--- config.mk ---
export PLATFORM = sky130hd
export DESIGN_NAME = alu_arbiter
export DESIGN_NICKNAME = d
export VERILOG_FILES = /design/src/rtl/alu_arb_pkg.sv /design/src/rtl/rr_arbiter2.sv /design/src/rtl/alu_arbiter.sv
export SDC_FILE = /design/constraint.sdc
export NUM_CORES = 1
export LEC_CHECK = 0
export ABC_AREA = 1
export CORE_UTILIZATION = 39
export DETAILED_ROUTE_END_ITERATION = 7
export MAX_ROUTING_LAYER = met4
export PLACE_DENSITY = 0.89
export REMOVE_ABC_BUFFERS = 1
export SETUP_SLACK_MARGIN = 0.5
export SYNTH_ARGS = -nofsm -noshare
export SYNTH_HDL_FRONTEND = slang
export SYNTH_SLANG_ARGS = --single-unit
--- constraint.sdc ---
create_clock -name clk -period 1.6 [get_ports clk]
set_input_delay 0.32 -clock clk [delete_from_list [all_inputs] [get_ports clk]]
set_output_delay 0.32 -clock clk [all_outputs]
set_load 0.05 [all_outputs]
--- src/rtl/alu_arb_pkg.sv ---
// Shared types and constants for the two-requester ALU arbiter.
// Used by alu_arbiter and its bench; optional NZCV register is enabled with ALU_ARB_FLAGS_EN.
package alu_arb_pkg;

    typedef enum logic [1:0] {
        IDLE = 2'b00,
        EXEC = 2'b01,
        RESP = 2'b10
    } state_e;

    localparam logic [1:0] ALU_ADD = 2'b00;
    localparam logic [1:0] ALU_SUB = 2'b01;
    localparam logic [1:0] ALU_AND = 2'b10;
    localparam logic [1:0] ALU_ORR = 2'b11;

    localparam int FLAG_N = 3;
    localparam int FLAG_Z = 2;
    localparam int FLAG_C = 1;
    localparam int FLAG_V = 0;

endpackage

--- src/rtl/rr_arbiter2.sv ---
// Two-way round-robin grant: a lone requester wins, and a tie goes to whoever
// did not win last time. Purely combinational; enable low forces no grant.
module rr_arbiter2 (
    input  logic [1:0] valid,
    input  logic       last_grant,
    input  logic       enable,
    output logic [1:0] grant
);

    // one-hot grant selection
    always_comb begin
        grant = 2'b00;
        if (enable) begin
            case (valid)
                2'b01:   grant = 2'b01;
                2'b10:   grant = 2'b10;
                2'b11:   grant = last_grant ? 2'b01 : 2'b10;
                default: grant = 2'b00;
            endcase
        end else begin
            grant = 2'b00;
        end
    end

endmodule

--- src/rtl/alu_arbiter.sv ---
// Shares one external ALU between two requesters: IDLE -> EXEC -> RESP per operation.
// Define ALU_ARB_FLAGS_EN to keep an architectural NZCV register in flags_q.
module alu_arbiter
    import alu_arb_pkg::*;
#(
    parameter int WIDTH  = 32,
    parameter int FLAG_W = 4
) (
    input  logic              clk,
    input  logic              reset_n,
    input  logic [1:0]        req_valid,
    output logic [1:0]        req_ready,
    input  logic [WIDTH-1:0]  req_a0,
    input  logic [WIDTH-1:0]  req_b0,
    input  logic [WIDTH-1:0]  req_a1,
    input  logic [WIDTH-1:0]  req_b1,
    input  logic [1:0]        req_ctrl0,
    input  logic [1:0]        req_ctrl1,
    input  logic [1:0]        req_setflags,
    output logic [WIDTH-1:0]  alu_srca,
    output logic [WIDTH-1:0]  alu_srcb,
    output logic [1:0]        alu_ctrl,
    input  logic [WIDTH-1:0]  alu_result,
    input  logic [FLAG_W-1:0] alu_flag,
    output logic              rsp_valid,
    input  logic              rsp_ready,
    output logic              rsp_id,
    output logic [WIDTH-1:0]  rsp_result,
    output logic [FLAG_W-1:0] rsp_flags,
    output logic [FLAG_W-1:0] flags_q
);

    state_e            state_q, state_d;
    logic              last_grant_q, last_grant_d;
    logic              id_q, id_d;
    logic [WIDTH-1:0]  op_a_q, op_a_d;
    logic [WIDTH-1:0]  op_b_q, op_b_d;
    logic [1:0]        op_ctrl_q, op_ctrl_d;
    logic              rsp_valid_q, rsp_valid_d;
    logic [WIDTH-1:0]  rsp_result_q, rsp_result_d;
    logic [FLAG_W-1:0] rsp_flags_q, rsp_flags_d;
    logic [1:0]        grant_s;
    logic              arb_en_s;

    // Gate with reset_n so nothing is offered while reset is held.
    assign arb_en_s = (state_q == IDLE) && reset_n;

    rr_arbiter2 u_rr (
        .valid      (req_valid),
        .last_grant (last_grant_q),
        .enable     (arb_en_s),
        .grant      (grant_s)
    );

    assign req_ready  = grant_s;
    assign alu_srca   = op_a_q;
    assign alu_srcb   = op_b_q;
    assign alu_ctrl   = op_ctrl_q;
    assign rsp_valid  = rsp_valid_q;
    assign rsp_id     = id_q;
    assign rsp_result = rsp_result_q;
    assign rsp_flags  = rsp_flags_q;

    // state register
    always_ff @(posedge clk) begin
        if (!reset_n) begin
            state_q <= IDLE;
        end else begin
            state_q <= state_d;
        end
    end

    // next-state logic
    always_comb begin
        state_d = state_q;
        case (state_q)
            IDLE:    state_d = (grant_s != 2'b00) ? EXEC : IDLE;
            EXEC:    state_d = RESP;
            RESP:    state_d = rsp_ready ? IDLE : RESP;
            default: state_d = IDLE;
        endcase
    end

    // datapath next values: latch on accept, capture at end of EXEC, release on rsp_ready
    always_comb begin
        last_grant_d = last_grant_q;
        id_d         = id_q;
        op_a_d       = op_a_q;
        op_b_d       = op_b_q;
        op_ctrl_d    = op_ctrl_q;
        rsp_valid_d  = rsp_valid_q;
        rsp_result_d = rsp_result_q;
        rsp_flags_d  = rsp_flags_q;
        case (state_q)
            IDLE: begin
                if (grant_s != 2'b00) begin
                    id_d         = grant_s[1];
                    last_grant_d = grant_s[1];
                    op_a_d       = grant_s[1] ? req_a1 : req_a0;
                    op_b_d       = grant_s[1] ? req_b1 : req_b0;
                    op_ctrl_d    = grant_s[1] ? req_ctrl1 : req_ctrl0;
                end else begin
                    id_d = id_q;
                end
            end
            EXEC: begin
                rsp_result_d = alu_result;
                rsp_flags_d  = alu_flag;
                rsp_valid_d  = 1'b1;
            end
            RESP: begin
                if (rsp_ready) begin
                    rsp_valid_d = 1'b0;
                end else begin
                    rsp_valid_d = 1'b1;
                end
            end
            default: rsp_valid_d = 1'b0;
        endcase
    end

    // datapath registers
    always_ff @(posedge clk) begin
        if (!reset_n) begin
            last_grant_q <= 1'b1;
            id_q         <= 1'b0;
            op_a_q       <= {WIDTH{1'b0}};
            op_b_q       <= {WIDTH{1'b0}};
            op_ctrl_q    <= 2'b00;
            rsp_valid_q  <= 1'b0;
            rsp_result_q <= {WIDTH{1'b0}};
            rsp_flags_q  <= {FLAG_W{1'b0}};
        end else begin
            last_grant_q <= last_grant_d;
            id_q         <= id_d;
            op_a_q       <= op_a_d;
            op_b_q       <= op_b_d;
            op_ctrl_q    <= op_ctrl_d;
            rsp_valid_q  <= rsp_valid_d;
            rsp_result_q <= rsp_result_d;
            rsp_flags_q  <= rsp_flags_d;
        end
    end

`ifdef ALU_ARB_FLAGS_EN
    logic              op_setflags_q, op_setflags_d;
    logic [FLAG_W-1:0] flags_d;

    // setflags is latched with the operands; NZCV updates only for qualified ops
    always_comb begin
        op_setflags_d = op_setflags_q;
        flags_d       = flags_q;
        if ((state_q == IDLE) && (grant_s != 2'b00)) begin
            op_setflags_d = grant_s[1] ? req_setflags[1] : req_setflags[0];
        end else if ((state_q == EXEC) && op_setflags_q) begin
            flags_d = alu_flag;
        end else begin
            flags_d = flags_q;
        end
    end

    // architectural flag registers
    always_ff @(posedge clk) begin
        if (!reset_n) begin
            op_setflags_q <= 1'b0;
            flags_q       <= {FLAG_W{1'b0}};
        end else begin
            op_setflags_q <= op_setflags_d;
            flags_q       <= flags_d;
        end
    end
`else
    logic unused_setflags_s;
    assign unused_setflags_s = ^req_setflags;
    assign flags_q = {FLAG_W{1'b0}};
`endif

endmodule

==> run_results.csv <==
group,metric,value,unit
run_status,status,"finished, violations left",
run_status,failed_checks,"setup timing",
setup_path,r2r_end,"alu_srcb[20]",
floorplanning,rows,40,
layout,utilization,86.4,%
floorplanning,core,12300,µm²
route,drc,0,
cts,hold_buffers,0,
cts,clkTransAtPathRegs,0.08,ns
synthesis,syn_area,4990,µm²
layout,area_growth_syn_to_layout,112,%
global_route,met2_usage,58.4,%
global_route,grt_max_degree,65,
global_route,antenna_found_initial,4,
route,vias,7343,
placed_design,dp_cells,1182,
power_and_ir_drop,power,11.5,mW
timing,slew_headroom,50.1,%
min_path,holdPathEnd,"rsp_id",
layout,multiInputGateArea,2870,µm²
synthesis,syn_area_per_cell,6.50,µm²
setup_path,worstReg2RegStart,"state_q[0]",
placed_design,io_buffers,278,
setup_path,path_common_cell,"buf_6",
cts,ctsHtreeMaxLevel,3,
timing,tightest_slew,0.743,ns
synthesis,yosys_warnings,0,
setup_path,critPathSlowestCell,"o21ai_0",
cts,cts_root_buf,"clkbuf_16",
timing,maxSlewViolCount,0,
floorplanning,die_y,115,µm
route,wl,31500,µm
power_and_ir_drop,ir_drop,678,µV
layout,regArea,2280,µm²
global_route,use_met3,14.7,%
min_path,hp-class,"input pin to register",
global_route,grt_pass1_vias,6404,
route,vias_per_cell,5.78,
setup_path,r2r_setup_slack,-0.70,ns
timing,fin_crit,2.30,ns
route,dr.pass1.iters,6,
synthesis,synth.distinct_cells,21,
power_and_ir_drop,p_per_area,1080,nW/µm²
global_route,top_usage_layer,"met2",
setup_path,startpoint_type,"register",
cts,cts_buffers,9,
setup_path,crit_chain,"inv_2 -> ha_4 -> buf_4 -> nand3_4 -> buf_6 -> nand2_8 -> buf_6 -> o21ai_0 -> nor2_1",
flow_run,maxCapViolations,0,
global_route,grtUsageTotal,35.9,%
route,drt_first_iter_violations,853,
setup_path,end_kind,"register",
layout,fill_cells,569,
cts,clock-sinks,107,
global_route,grt_pass1_wl,34700,µm
floorplanning,start_util,40.7,%
cts,cts_buffer_depth,2,
cts,clock_latency,0.35,ns
placed_design,gp_congestion,0.799,
timing,rsz0062_at_grt,"yes",
layout,fin_cells,1271,
timing,period_share,144,%
global_route,grt_overflow,0,
setup_path,critPathArrivalTime,2.49,ns
timing,hold_violations,0,
setup_path,path_max_fanout,11,
timing,fmax,435,MHz
floorplanning,dieWidth,115,µm
setup_path,cp.required,1.80,ns
min_path,hold_depth,3,
setup_path,crit_family,"compound AO/OA/AOI/OAI gates",
global_route,grt_use_met1,36.4,%
floorplanning,ios,285,
layout,drive_gt1_share,40.0,%
synthesis,synthCells,767,
placed_design,place_area,7740,µm²
layout,layout.nets,1272,
setup_path,cp_slowest_stage_delay,0.58,ns
route,route.detailed.wl_per_inst,24.8,µm
synthesis,ys_ff_latch,107,
setup_path,reg2reg_depth,9,
synthesis,ys_seq_area_share,42.9,%
timing,finalSetupViolations,71,
setup_path,critical_path_class,"register to register",
setup_path,crit_buf_inv,4,
timing,setup_slack,-0.699,ns
layout,final_area,10600,µm²
placed_design,hpwlAfterDp,11800,µm
min_path,hp-start,"reset_n",
power_and_ir_drop,p_leak,4.58,nW
cts,cts_tree,"done",
floorplanning,dieArea,13200,µm²
timing,fin_skew,0.0141,ns
route,drtAntennaViolNets,0,
## cell families (layout without fill, tap and decap cells)
logic type      after synthesis  in the layout  share of synthesized area [%]
flops                       107            107                           42.9
buf+inv                     132            460                           11.8
compound gates              107            107                           10.7
other cells                   1              9                         0.0752
fa+ha+maj                     4              4                           1.00
simple gates                416            416                           33.4
## how the worst max path moves through the flow
stage / start / end / slack (ns) / depth (start not counted)
2_1_floorplan: req_valid[0] / alu_ctrl[0] / -1.99 / 6
3_3_place_gp: req_valid[0] / alu_srca[3] / -0.17 / 7
3_5_place_dp: req_valid[0] / alu_srca[3] / -0.19 / 7
4_1_cts: state_q[1] / req_ready[1] / -0.11 / 6
5_1_grt: state_q[1] / alu_srcb[20] / -0.65 / 9
6_report: state_q[0] / alu_srcb[20] / -0.70 / 9
## metrics by stage
step	worst slack [ns]	setup TNS, ns	hold slack, ns
after floorplan	-1.99	-138.32	0.453
after global placement	-0.168	-9.06	0.459
after detailed placement	-0.188	-11.27	0.467
after CTS	-0.109	-1.61	0.297
after global routing	-0.652	-22.65	0.401
final	-0.699	-15.62	0.419
## cell usage in the layout, fill, tap and decap left out, drive strengths merged
master	synthesis	routed
clkinv	0	4
clkdlybuf4s50	0	170
inv	74	75
nand3	68	68
diode	0	5
dlymetal6s2s	0	1
bufinv	0	1
buf	30	193
ha	4	4
nor2	274	274
nand3b	1	1
dfxtp	107	107
clkbuf	28	16
a21oi	3	3
o21ai	104	104
conb	1	4
nor3b	1	1
nand2	72	72
## layer usage
layer	routed length, µm	part of all wire (%)
met3	4590	15
met5	0	0
met1	10300	33
met4	2800	8.9
met2	13800	44
## sequential cells by signal (all words and copies together), names as in the netlist
signal        cells
rsp_valid         1
rsp_result       32
last_grant_q      1
alu_srca         32
alu_ctrl          2
rsp_flags         4
alu_srcb         32
rsp_id            1
state_q           2
## what timing repair did
action	in CTS	in global routing
gates cloned	12	7
pin swaps	6	60
endpoints found under the setup margin	213	213
setup buffers	27	22
endpoints found under the hold margin	0	0
resized for setup	415	144
## tightest hold or removal path, cell delays in order
cell	delay, ns
buf_2	0.20
nand2_1	0.14
o21ai_2	0.06
## area by class of cell
class / instances / area share (%)
repair buffers: 370 / 43.8
diodes: 5 / 0.118
clock inverters: 6 / 0.590
multi-input cells: 531 / 27.0
clock buffers: 10 / 2.16
flip-flops and latches: 107 / 21.5
inverters: 74 / 2.76
well taps: 168 / 1.98
## where the power goes
part	switching [mW]	leakage (nW)	total, mW	internal (mW)
logic	3.19	3.51	5.63	2.43
registers	0.419	0.922	3.54	3.12
clock network	1.10	0.147	2.32	1.22
total	4.71	4.58	11.5	6.78
## synthesized netlist by cell type
cell type  number  area (µm²)
dfxtp_1       107        2140
nor2_2          2        12.5
nand3b_1        1        7.51
conb_1          1        3.75
nand3_2         1        10.0
inv_1          73         274
buf_4          21         158
nor3b_1         1        7.51
nand2_2         1        6.26
o21ai_1        10        50.1
buf_6           1        11.3
buf_1           1        3.75
nand3_1        67         335
clkbuf_1       28         105
nor2_1        272        1020
a21oi_1         3        15.0
o21ai_0        94         470
ha_1            4        50.1
nand2_1        71         267
buf_2           7        35.0
inv_2           1        3.75
No activity file was read; power rests on OpenSTA's default activity.
